==> src/rtl/resp_sig_analyzer.sv <==
// MISR-based response compactor: folds NUM_PAT response vectors into a signature
// and compares it against a golden value once the run completes.
module resp_sig_analyzer #(
    parameter int unsigned          DATA_W  = 25,
    parameter int unsigned          SIG_W   = 32,
    parameter logic [SIG_W-1:0]     POLY    = 32'h04C11DB7,
    parameter logic [SIG_W-1:0]     SEED    = 32'hFFFFFFFF,
    parameter int unsigned          NUM_PAT = 1024,
    localparam int unsigned         CNT_W   = $clog2(NUM_PAT + 1)
) (
    input  logic              clk,
    input  logic              rst,
    input  logic              start,
    input  logic              resp_valid,
    input  logic [DATA_W-1:0] resp_data,
    input  logic [SIG_W-1:0]  golden_sig,
    output logic              busy,
    output logic              done,
    output logic              pass,
    output logic [SIG_W-1:0]  signature,
    output logic [CNT_W-1:0]  pat_count
);

    typedef enum logic [1:0] {
        ST_IDLE  = 2'd0,
        ST_RUN   = 2'd1,
        ST_CHECK = 2'd2
    } state_e;

    localparam logic [CNT_W-1:0] LAST_IDX = CNT_W'(NUM_PAT - 1);

    state_e             state_q, state_d;
    logic [SIG_W-1:0]   sig_q, sig_d;
    logic [CNT_W-1:0]   cnt_q, cnt_d;
    logic               done_q, done_d;
    logic               pass_q, pass_d;

    logic               accept;
    logic [SIG_W-1:0]   misr_next;

    always_ff @(posedge clk or posedge rst) begin
        if (rst) begin
            state_q <= ST_IDLE;
            sig_q   <= SEED;
            cnt_q   <= '0;
            done_q  <= 1'b0;
            pass_q  <= 1'b0;
        end else begin
            state_q <= state_d;
            sig_q   <= sig_d;
            cnt_q   <= cnt_d;
            done_q  <= done_d;
            pass_q  <= pass_d;
        end
    end

    // Vectors are only taken in RUN, so the count can never pass NUM_PAT.
    assign accept    = (state_q == ST_RUN) && resp_valid;
    assign misr_next = {sig_q[SIG_W-2:0], 1'b0}
                     ^ (sig_q[SIG_W-1] ? POLY : '0)
                     ^ SIG_W'(resp_data);

    always_comb begin
        state_d = state_q;
        sig_d   = sig_q;
        cnt_d   = cnt_q;
        done_d  = done_q;
        pass_d  = pass_q;
        case (state_q)
            ST_IDLE: begin
                if (start) begin
                    state_d = ST_RUN;
                    sig_d   = SEED;
                    cnt_d   = '0;
                    done_d  = 1'b0;
                    pass_d  = 1'b0;
                end
            end
            ST_RUN: begin
                if (accept) begin
                    sig_d = misr_next;
                    cnt_d = cnt_q + CNT_W'(1);
                    if (cnt_q == LAST_IDX) begin
                        state_d = ST_CHECK;
                    end
                end
            end
            ST_CHECK: begin
                pass_d  = (sig_q == golden_sig);
                done_d  = 1'b1;
                state_d = ST_IDLE;
            end
            default: begin
                state_d = ST_IDLE;
            end
        endcase
    end

    always_comb begin
        busy      = (state_q != ST_IDLE);
        done      = done_q;
        pass      = pass_q;
        signature = sig_q;
        pat_count = cnt_q;
    end

endmodule

==> config.mk <==
export PLATFORM = sky130hd
export DESIGN_NAME = resp_sig_analyzer
export DESIGN_NICKNAME = d
export VERILOG_FILES = /design/src/rtl/resp_sig_analyzer.sv
export SDC_FILE = /design/constraint.sdc
export NUM_CORES = 1
export LEC_CHECK = 0
export ABC_AREA = 1
export BUFFER_PORTS_ARGS = -buffer_cell sky130_fd_sc_hd__buf_2
export CAP_MARGIN = 20
export CORE_ASPECT_RATIO = 1.1
export CORE_MARGIN = 8
export CORE_UTILIZATION = 45
export CTS_CLUSTER_SIZE = 25
export DETAILED_ROUTE_END_ITERATION = 6
export PLACE_DENSITY_LB_ADDON = 0.08
export SETUP_SLACK_MARGIN = 0.5
export SYNTH_ARGS = -nofsm -noshare
export SYNTH_HDL_FRONTEND = slang
export SYNTH_SLANG_ARGS = --single-unit
==> constraint.sdc <==
create_clock -name clk -period 1.29 [get_ports clk]
set_input_delay 0.0645 -clock clk [delete_from_list [all_inputs] [get_ports clk]]
set_output_delay 0.0645 -clock clk [all_outputs]
set_load 0.03 [all_outputs]
==> results.yml <==
sta:
  fin_ws_ns: -0.0874
  slew_headroom_pct: 82.6
  tns_ns: -0.284
  clock_skew_ns: 0.0111
  fin_crit_ns: 1.38
  worstMarginPinSlew_ns: 0.261
  fin_crit_sh_pct: 107
  final-max-slew-violation-count: 0
  fmaxAchievable_mhz: 726
  finalHoldViolCount: 0
  grt_setup_unrepaired: "yes"
  setup_viol: 10
drt:
  drc: 0
  routedWlPerCell_um: 15.2
  dr.pass1.iters: 4
  avgViaCountPerCell: 4.91
  ant_nets: 0
  drt_iter0_drc: 104
  num_vias: 3091
  wirelength_mm: 9.59
floorplanning:
  core_sq_um: 6160
  die_w_um: 92.1
  row_count: 30
  die_y_um: 99.7
  dieArea_sq_um: 9190
  initial_core_util_pct: 46.6
  io-pin-count: 107
clock_tree:
  htree_num_levels: 2
  path_clk_slew_ns: 0.10
  cts_sinks: 47
  cts_tree: "yes"
  clock_latency_ns: 0.30
  cts_buffers: 5
  cts_root_buffer: "clkbuf_8"
  cts_buffer_depth: 2
final_layout:
  drive_gt1_share_pct: 59.6
  layout_commonest_cell: "buf_6"
  diodes: 0
  final_cell_mix: "buf_6 (75), nand2_1 (65), buf_2 (60), inv_1 (51), buf_4 (48)"
  area_growth_syn_to_layout_pct: 77.4
  fill_cells: 386
  final_area_sq_um: 5090
  nets: 611
synth:
  yosys_warnings: 0
  synthesis.area_sq_um: 2870
  synth.avg_cell_area_sq_um: 7.97
  syn_inst: 360
  yosysUniqueCellTypes: 32
  yosysSeqAreaShare_pct: 42.4
  syn_nets: 422
  ys_ff_latch: 47
power_and_ir_drop:
  leakage_nw: 2.47
  pwr_density_cell_nw_per_um2: 2210
  ir_worst_vdd_v: 0.00133
job:
  maxCapViolations: 0
placed_design:
  globalplace.congestion: 0.755
  dpl_cell_area_sq_um: 3800
  hpwl_mm: 6.15
  io_buffers: 106
global_route:
  grt_pass1_wl_mm: 15.3
  antenna_found_initial: 0
  grt_pass1_vias: 3257
  grt.overflow.total: 0
  grt_use_total_pct: 20.0
  grt_max_degree: 48
outcome:
  failed_checks: "negative setup slack"
  status: "finished, violations left"
setup_path:
  crit_path_max_fanout: 4
  critPathLaunchType: "flop"
  cp.arrival_ns: 1.62
  worstSetupPathType: "flop to flop"
  required_ns: 1.53
  cp-end-kind: "flop"
hold_path:
  hold_path.class: "primary input to flop"
==> final cells by class <==
type / instances / area (sq um) / area share (%)
Clock buffer: 5 / 68.8 / 1.35
Clock inverter: 3 / 15.0 / 0.295
Inverter: 63 / 256 / 5.04
Multi-Input combinational cell: 241 / 1770 / 34.7
Sequential cell: 47 / 1230 / 24.1
Tap cell: 80 / 100 / 1.97
Timing Repair Buffer: 191 / 1650 / 32.5
==> repair_timing <==
action                     CTS  global route
buffers inserted            41            14
resized for setup          183            35
hold endpoints to repair    16             0
hold buffers                 2             0
pin swaps                   20            16
setup endpoints to repair   93            93
==> through the flow <==
| step | cells | worst slack [ns] | hold WS [ns] | power (mW) | util [%] |
|---|---|---|---|---|---|
| after floorplan | 360 | -0.0611 | 0.0757 | 6.32 | - |
| after global placement | 565 | -0.00490 | 0.144 | 7.66 | 61.7 |
| after detailed placement | 565 | -0.0324 | 0.146 | 7.74 | 61.7 |
| after CTS | 616 | -0.00888 | 0.0224 | 10.7 | 78.9 |
| after global routing | 630 | -0.142 | 0.0183 | 11.9 | 82.7 |
| final | 630 | -0.0874 | 0.0265 | 11.2 | 82.7 |
==> layer usage <==
| metal | share of wire [%] | track usage, % | routed length, um |
|---|---|---|---|
| met5 | 0 | 0 | 0 |
| met4 | 1.3 | 3.97 | 121 |
| met3 | 5.0 | 5.28 | 477 |
| met2 | 53 | 36.6 | 5120 |
| met1 | 40 | 22.6 | 3870 |
==> sequential cells by signal, summed over array words and instances, names as in the netlist <==
| signal | count |
|---|---|
| signature | 32 |
| pat_count | 11 |
| state_q | 2 |
| done | 1 |
| pass | 1 |
==> cells by family (layout without fill, tap and decap cells) <==
group           Yosys count  in the layout  share of synthesized area, %
compound gates           46             46                          9.86
xor+xnor                 50             50                          15.3
fa+ha+maj                 1              1                         0.436
buf+inv                  72            262                          10.8
flops                    47             47                          42.4
simple gates            144            144                          21.2
==> path summary, 6_finish.rpt <==
kind / startpoint / to / slack, ns / depth (start not counted)
setup / recovery: signature[18] / pass / -0.09 / 7
hold / removal: resp_data[17] / signature[17] / 0.03 / 3
setup reg to reg: signature[18] / pass / -0.09 / 7
hold reg to reg: signature[25] / signature[25] / 0.52 / 2
max in group asynchronous: rst / signature[25] / 0.64 / 4
min in group asynchronous: rst / done / 0.37 / 4
==> critical path, stage by stage (launching register included) <==
cell,delay [ns]
dfstp_2,0.60
xnor2_1,0.16
nand2_1,0.11
nor2_1,0.12
nand2_1,0.10
nor2_2,0.10
nand2_1,0.06
nand2_1,0.05
==> Yosys cell counts <==
cell      number  area (sq um)
nand2_1       76           285
inv_1         61           229
xnor2_1       48           420
nor2_1        46           173
dfstp_2       32           841
dfrtp_1       15           375
a31oi_1       14          87.6
o22ai_1       13          81.3
a21oi_1        7          35.0
nand3_1        7          35.0
nand4_1        5          31.3
a22oi_1        4          30.0
buf_6          4          45.0
o21ai_0        4          20.0
buf_4          2          15.0
clkbuf_1       2          7.51
inv_2          2          7.51
nand2_2        2          12.5
nor3_1         2          10.0
xor2_1         2          17.5
a22o_1         1          8.76
and3_1         1          6.26
buf_2          1          5.00
ha_1           1          12.5
nand2_4        1          11.3
nand3_2        1          10.0
nand3_4        1          17.5
nor2_2         1          6.26
nor2_4         1          11.3
o21a_1         1          7.51
o21ai_1        1          5.00
o31ai_1        1          7.51
==> power by group <==
| group | leakage (nW) | switching (mW) | internal (mW) |
|---|---|---|---|
| clock network | 0.0477 | 0.507 | 0.372 |
| logic | 1.89 | 3.57 | 3.84 |
| registers | 0.526 | 0.603 | 2.35 |
| total | 2.47 | 4.68 | 6.56 |
Note: power is estimated with default switching activity, not from simulation.
